`src/rtl/hazard_ctrl_pipe_if.sv`:
```
// ID-stage hazard query and EX forwarding/stall response bundle for hazard_ctrl_pipe.
interface hazard_ctrl_pipe_if #(
   parameter int unsigned AW   = 4,
   parameter int unsigned NSRC = 3,
   parameter int unsigned CW   = 16
);
   logic                 id_valid;
   logic [NSRC*AW-1:0]   id_src;
   logic [NSRC-1:0]      id_src_use;
   logic [AW-1:0]        id_rd;
   logic                 id_rd_we;
   logic                 id_is_load;
   logic                 flush;
   logic                 stall;
   logic                 bubble;
   logic [2*NSRC-1:0]    fwd_sel;
   logic [CW-1:0]        stall_cnt;

   modport master (
      output id_valid, id_src, id_src_use, id_rd, id_rd_we, id_is_load, flush,
      input  stall, bubble, fwd_sel, stall_cnt
   );

   modport slave (
      input  id_valid, id_src, id_src_use, id_rd, id_rd_we, id_is_load, flush,
      output stall, bubble, fwd_sel, stall_cnt
   );
endinterface

```
`src/rtl/hazard_ctrl_pipe.sv`:
```
// Hazard controller for the ARM32 5-stage pipe: shadow EX/MEM/WB destination
// tracking, registered EX forwarding selects, load-use stall and stall counter.
module hazard_ctrl_pipe #(
   parameter int unsigned NREG     = 16,
   parameter int unsigned AW       = 4,
   parameter int unsigned NSRC     = 3,
   parameter int unsigned LD_STALL = 1,
   parameter int unsigned PC_REG   = 15,
   parameter int unsigned CW       = 16
) (
   input  logic              clk,
   input  logic              rst_n,
   hazard_ctrl_pipe_if.slave bus
);
   localparam int unsigned   FW      = 2 * NSRC;
   localparam int unsigned   KW      = 3;
   localparam logic [AW-1:0] PC_A    = AW'(PC_REG);
   localparam logic [KW-1:0] LD_M1   = KW'(LD_STALL - 1);
   localparam bit            MULTI   = (LD_STALL > 1);
   localparam logic [1:0]    SEL_MEM = 2'b01;
   localparam logic [1:0]    SEL_WB  = 2'b10;

   if ((2 ** AW) < NREG) begin : g_chk_aw
      $error("hazard_ctrl_pipe: AW too narrow for NREG");
   end
   if ((LD_STALL < 1) || (LD_STALL > 7)) begin : g_chk_ld
      $error("hazard_ctrl_pipe: LD_STALL must be 1..7");
   end

   typedef struct packed {
      logic          v;
      logic [AW-1:0] rd;
      logic          we;
      logic          ld;
   } stage_t;

   typedef enum logic {RUN, HOLD} state_t;

   stage_t         r_ex;
   stage_t         r_mem;
   stage_t         r_wb;
   state_t         r_state;
   logic [KW-1:0]  r_cnt;
   logic [FW-1:0]  r_fwd;
   logic [CW-1:0]  r_stall_cnt;

   logic            w_ex_def;
   logic            w_mem_def;
   logic [NSRC-1:0] w_hit_ex;
   logic [NSRC-1:0] w_hit_mem;
   logic            w_load_use;
   logic            w_stall;
   logic [FW-1:0]   w_fwd_nxt;
   stage_t          w_ex_nxt;
   logic            w_unused_wb;

   // A stage only defines a register if it really writes one other than the PC.
   assign w_ex_def  = r_ex.v  & r_ex.we  & (r_ex.rd  != PC_A);
   assign w_mem_def = r_mem.v & r_mem.we & (r_mem.rd != PC_A);

   always_comb begin
      w_hit_ex  = '0;
      w_hit_mem = '0;
      for (int unsigned k = 0; k < NSRC; k++) begin
         w_hit_ex[k]  = bus.id_valid & bus.id_src_use[k] & w_ex_def
                      & (bus.id_src[k*AW +: AW] == r_ex.rd)
                      & (bus.id_src[k*AW +: AW] != PC_A);
         w_hit_mem[k] = bus.id_valid & bus.id_src_use[k] & w_mem_def
                      & (bus.id_src[k*AW +: AW] == r_mem.rd)
                      & (bus.id_src[k*AW +: AW] != PC_A);
      end
   end

   assign w_load_use = (|w_hit_ex) & r_ex.ld;
   assign w_stall    = ~bus.flush & ((r_state == HOLD) | w_load_use);

   // Youngest producer wins; stall and flush both leave EX with a bubble.
   always_comb begin
      w_fwd_nxt = '0;
      if (!w_stall && !bus.flush) begin
         for (int unsigned k = 0; k < NSRC; k++) begin
            if (w_hit_ex[k] && !r_ex.ld) begin
               w_fwd_nxt[2*k +: 2] = SEL_MEM;
            end else if (w_hit_mem[k]) begin
               w_fwd_nxt[2*k +: 2] = SEL_WB;
            end
         end
      end
   end

   always_comb begin
      w_ex_nxt = '0;
      if (!w_stall && !bus.flush) begin
         w_ex_nxt.v  = bus.id_valid;
         w_ex_nxt.rd = bus.id_rd;
         w_ex_nxt.we = bus.id_rd_we;
         w_ex_nxt.ld = bus.id_is_load;
      end
   end

   // Older stages always advance, so a flush never kills MEM or WB.
   always_ff @(posedge clk) begin
      if (!rst_n) begin
         r_ex        <= '0;
         r_mem       <= '0;
         r_wb        <= '0;
         r_fwd       <= '0;
         r_stall_cnt <= '0;
      end else begin
         r_ex  <= w_ex_nxt;
         r_mem <= r_ex;
         r_wb  <= r_mem;
         r_fwd <= w_fwd_nxt;
         if (w_stall && (r_stall_cnt != '1)) begin
            r_stall_cnt <= r_stall_cnt + CW'(1);
         end
      end
   end

   // RUN covers the first stall cycle; HOLD covers the remaining LD_STALL-1.
   always_ff @(posedge clk) begin
      if (!rst_n) begin
         r_state <= RUN;
         r_cnt   <= '0;
      end else if (bus.flush) begin
         r_state <= RUN;
         r_cnt   <= '0;
      end else begin
         case (r_state)
            RUN: begin
               if (w_load_use) begin
                  r_cnt <= LD_M1;
                  if (MULTI) begin
                     r_state <= HOLD;
                  end
               end
            end
            HOLD: begin
               r_cnt <= r_cnt - KW'(1);
               if (r_cnt == KW'(1)) begin
                  r_state <= RUN;
               end
            end
            default: begin
               r_state <= RUN;
               r_cnt   <= '0;
            end
         endcase
      end
   end

   // The WB shadow is kept for visibility only; no select ever needs it.
   assign w_unused_wb = ^r_wb;

   assign bus.stall     = w_stall;
   assign bus.bubble    = w_stall;
   assign bus.fwd_sel   = r_fwd;
   assign bus.stall_cnt = r_stall_cnt;

endmodule

```
`src/flat_wrapper.sv`:
```
// flat-port wrapper written by rule: the top's interface ports become plain ports
module hazard_ctrl_pipe_flat 
#(
   parameter int unsigned NREG     = 16,
   parameter int unsigned AW       = 4,
   parameter int unsigned NSRC     = 3,
   parameter int unsigned LD_STALL = 1,
   parameter int unsigned PC_REG   = 15,
   parameter int unsigned CW       = 16
)
  (clk, rst_n, bus_id_valid, bus_id_src, bus_id_src_use, bus_id_rd, bus_id_rd_we, bus_id_is_load, bus_flush, bus_stall, bus_bubble, bus_fwd_sel, bus_stall_cnt);
  hazard_ctrl_pipe_if #(.AW(AW), .NSRC(NSRC), .CW(CW)) bus_i ();
  input  logic clk;
  input  logic rst_n;
  input wire logic [$bits(bus_i.id_valid)-1:0] bus_id_valid;
  input wire logic [$bits(bus_i.id_src)-1:0] bus_id_src;
  input wire logic [$bits(bus_i.id_src_use)-1:0] bus_id_src_use;
  input wire logic [$bits(bus_i.id_rd)-1:0] bus_id_rd;
  input wire logic [$bits(bus_i.id_rd_we)-1:0] bus_id_rd_we;
  input wire logic [$bits(bus_i.id_is_load)-1:0] bus_id_is_load;
  input wire logic [$bits(bus_i.flush)-1:0] bus_flush;
  output wire logic [$bits(bus_i.stall)-1:0] bus_stall;
  output wire logic [$bits(bus_i.bubble)-1:0] bus_bubble;
  output wire logic [$bits(bus_i.fwd_sel)-1:0] bus_fwd_sel;
  output wire logic [$bits(bus_i.stall_cnt)-1:0] bus_stall_cnt;
  assign bus_i.id_valid = bus_id_valid;
  assign bus_i.id_src = bus_id_src;
  assign bus_i.id_src_use = bus_id_src_use;
  assign bus_i.id_rd = bus_id_rd;
  assign bus_i.id_rd_we = bus_id_rd_we;
  assign bus_i.id_is_load = bus_id_is_load;
  assign bus_i.flush = bus_flush;
  assign bus_stall = bus_i.stall;
  assign bus_bubble = bus_i.bubble;
  assign bus_fwd_sel = bus_i.fwd_sel;
  assign bus_stall_cnt = bus_i.stall_cnt;
  hazard_ctrl_pipe #(.NREG(NREG), .AW(AW), .NSRC(NSRC), .LD_STALL(LD_STALL), .PC_REG(PC_REG), .CW(CW)) u_core (.clk(clk), .rst_n(rst_n), .bus(bus_i));
endmodule
```
`config.mk`:
```
export PLATFORM = sky130hd
export DESIGN_NAME = hazard_ctrl_pipe_flat
export DESIGN_NICKNAME = d
export VERILOG_FILES = /design/src/rtl/hazard_ctrl_pipe_if.sv /design/src/rtl/hazard_ctrl_pipe.sv /design/src/flat_wrapper.sv
export SDC_FILE = /design/constraint.sdc
export NUM_CORES = 1
export LEC_CHECK = 0
export CAP_MARGIN = 10
export CORE_ASPECT_RATIO = 0.75
export CORE_MARGIN = 5
export CORE_UTILIZATION = 49
export CTS_BUF_LIST = sky130_fd_sc_hd__clkbuf_8 sky130_fd_sc_hd__clkbuf_16
export DETAILED_ROUTE_END_ITERATION = 10
export PLACE_DENSITY = 0.87
export SETUP_SLACK_MARGIN = 0.1
export SKIP_CTS_REPAIR_TIMING = 1
export SLEW_MARGIN = 20
export SYNTH_ARGS = -nofsm -noshare
export SYNTH_HDL_FRONTEND = slang
export SYNTH_SLANG_ARGS = --single-unit
```
`constraint.sdc`:
```
create_clock -name clk -period 2.3 [get_ports clk]
set_input_delay 0.23 -clock clk [delete_from_list [all_inputs] [get_ports clk]]
set_output_delay 0.23 -clock clk [all_outputs]
set_load 0.05 [all_outputs]
```
==> results.cfg <==
[clock_tree]
clock_sinks = 39
clockBufferDepth = 2
cts_max_level = 2
cts_tree = done
path_clk_slew_ns = 0.07
clockRootBuffer = sky130_fd_sc_hd__clkbuf_8
cts_inserted_buffers = 5
worstSkewPairLatency_ns = 0.30

[layout]
post_route_cells_drive_above_1_share_pct = 19.0
multi_input_comb_area_um2 = 1160
postLayoutCoreUtil_pct = 76.8
finalNetCount = 317
seq_area_um2 = 791
final_common_cell = sky130_fd_sc_hd__clkdlybuf4s50_1
fill_cells = 261
syn2layout_area_growth_pct = 47.7
layout.cells.most_common_list = sky130_fd_sc_hd__clkdlybuf4s50_1 (41), sky130_fd_sc_hd__dfxtp_1 (35), sky130_fd_sc_hd__buf_4 (25), sky130_fd_sc_hd__xor2_1 (22), sky130_fd_sc_hd__nand2_1 (18)
antenna-diode-count = 0

[synthesis]
avgSynthCellArea_um2 = 8.99
synth_cells = 216
ys_ff_latch = 39
syn-num-nets = 244
mappedNetlistArea_um2 = 1940
yosysWarnings = 0
yosysSeqAreaShare_pct = 40.2
netlist-cell-type-count = 35

[power]
irDropWorstVdd_mv = 0.340
standby_leakage_power_nw = 1.10
power-per-cell-area_nw_per_um2 = 496
power.total_mw = 1.42

[die]
initial_core_util_pct = 52.0
io-pin-count = 49
rows = 19
fp.dieH_um = 64.5
fp.dieArea_um2 = 5340
dieWidth_um = 82.7
placeableCoreArea_um2 = 3730

[placement]
hpwl_um = 3870
port_buffers = 48
place_congestion = 0.897

[run_status]
run_status = finished clean

[worst_setup_path]
reg2reg_to = u_core.bus.stall_cnt[10]$_SDFFE_PN0P_
worstSetupEndpointType = output pin
crit_start = bus_id_src[1]
critPathMaxStageDelay_ns = 0.44
worst-r2r-cell-count = 7
path_cells = clkdlybuf4s50_1, xor2_1, nor4_2, nand3_1, and4_4, buf_6, nor2_4, buf_12
worst-endpoint-arrival_ns = 1.96
critical_path_peak_fanout = 5
worst_setup_path_start_kind = input pin
crit_required_ns = 2.07
crit_slowest_cell = sky130_fd_sc_hd__clkdlybuf4s50_1
criticalPathCategory = in2out
reg2reg_slack_ns = 0.18
reg2reg_from = u_core.r_ex[3]$_SDFF_PN0_

[timing]
setup_repair_after_global_routing_missed_its_margin = true
finalMaxSlewViolations = 0
fmaxAchievable_mhz = 457
finalCriticalPeriod_ns = 2.19
setup_violations = 0
finalCritPeriodShare_pct = 95.1
finalHoldViolCount = 0
fin_worst_skew_ns = 0.00731
worst_slew_pin_slew_ns = 0.521
slew_headroom_pct = 65.2

[drt]
drtPass1Iterations = 4
routed_wire_length_um = 5620
drtAntennaViolNets = 0
route.detailed.vias_per_inst = 5.68
num_vias = 1944
detail_route.iter0.violations = 150
mean_routed_wirelength_per_cell_um = 16.4
drcViolationCount = 0

[worst_hold_path]
min-delay-path-class = in2reg
worst_hold_path_ep = u_core.r_ex[2]$_SDFF_PN0_
holdCritStartpoint = bus_id_rd[0]
min_delay_path_depth = 2

[global_route]
grt_pass1_vias = 1873
total_global_routing_overflow = 0
grt_pass1_wl_um = 8610
groute.usage.overall_pct = 21.2
pin_count_of_the_biggest_net_entering_global_routing = 18
number_of_antenna_violations_at_the_first_check_in_global_routing = 0

[flow_run]
maxCapViolCount = 0
-- power by group --
part	internal (mW)	total, mW	switching, mW
Clock	0.351	0.593	0.242
Combinational	0.0771	0.137	0.0603
Sequential	0.682	0.694	0.0121
Total	1.11	1.42	0.314
-- stage by stage --
step | worst slack (ns) | hold slack (ns) | instances | area, um^2 | TNS, ns
after floorplan | 0.0661 | 0.352 | 216 | 1960 | 0
after global placement | -0.122 | 0.435 | 329 | 2630 | -1.20
after detailed placement | -0.207 | 0.440 | 329 | 2630 | -2.19
after CTS | -0.193 | 0.476 | 337 | 2740 | -0.386
after global routing | 0.0380 | 0.483 | 342 | 2870 | 0
final | 0.114 | 0.478 | 342 | 2870 | 0
-- how the worst max path moves through the flow --
| stage | to | slack, ns | cells after the start |
|---|---|---|---|
| final | bus_stall | 0.11 | 8 |
| after CTS | bus_stall | -0.19 | 8 |
| after global routing | bus_bubble | 0.04 | 8 |
| after floorplan | bus_stall | 0.07 | 9 |
| after detailed placement | u_core.bus.stall_cnt[3]$_SDFFE_PN0P_ | -0.21 | 8 |
| after global placement | u_core.bus.stall_cnt[3]$_SDFFE_PN0P_ | -0.12 | 8 |
-- kinds of logic after synthesis --
family / Yosys count / share of synthesized area (%)
multiplexers: 5 / 2.58
XOR/XNOR: 24 / 10.8
adder cells (fa/ha/maj): 3 / 1.93
flip-flops: 39 / 40.2
AND/OR/NAND/NOR: 95 / 28.0
AO/OA/AOI/OAI: 36 / 12.7
buffers and inverters: 14 / 3.74
-- flip-flops by register name, indices dropped and copies added (netlist names) --
signal                cells
u_core.bus.stall_cnt     16
u_core.r_state            1
u_core.bus.fwd_sel        6
u_core.r_ex               7
u_core.r_mem              6
u_core.r_cnt              3
-- cell type report --
cell class | count | share of cell area [%]
repair buffers | 74 | 24.8
well taps | 52 | 2.27
clock inverters | 2 | 1.22
clock buffers | 6 | 2.88
multi-input cells | 163 | 40.4
inverters | 6 | 0.785
flip-flops and latches | 39 | 27.6
-- cells in the mapped netlist, drive strengths merged --
cell type | instances | area (um^2)
a21oi | 12 | 60.1
a311o | 1 | 10.0
a31oi | 3 | 18.8
a41oi | 4 | 35.0
and2 | 15 | 95.1
and3 | 1 | 6.26
and4 | 3 | 26.3
buf | 4 | 35.0
clkbuf | 4 | 15.0
dfxtp | 39 | 781
ha | 3 | 37.5
inv | 6 | 22.5
mux2i | 5 | 50.1
nand2 | 18 | 67.6
nand2b | 6 | 37.5
nand3 | 13 | 65.1
nand4 | 4 | 25.0
nor2 | 4 | 15.0
nor3 | 9 | 45.0
nor4 | 7 | 50.1
nor4b | 1 | 15.0
o2111a | 3 | 33.8
o21ai | 4 | 20.0
o21bai | 1 | 7.51
o31ai | 7 | 52.6
o32ai | 1 | 8.76
or2 | 1 | 6.26
or3 | 6 | 37.5
or4 | 7 | 52.6
xor2 | 24 | 210
-- per-layer routing --
metal | global-route usage, % | vias up | routed length, um
met4 | 9.18 | 0 | 117
li1 | - | 934 | -
met1 | 27.3 | 903 | 2360
met3 | 4.99 | 17 | 472
met5 | 0 | - | 0
met2 | 33.7 | 90 | 2660
-- worst max-delay path, delay by kind of cell --
family | cells | cell delay, ns
XOR/XNOR | 1 | 0.18
buffers and inverters | 3 | 0.72
AND/OR/NAND/NOR | 4 | 0.82
Power figures use the tool's default switching activity.
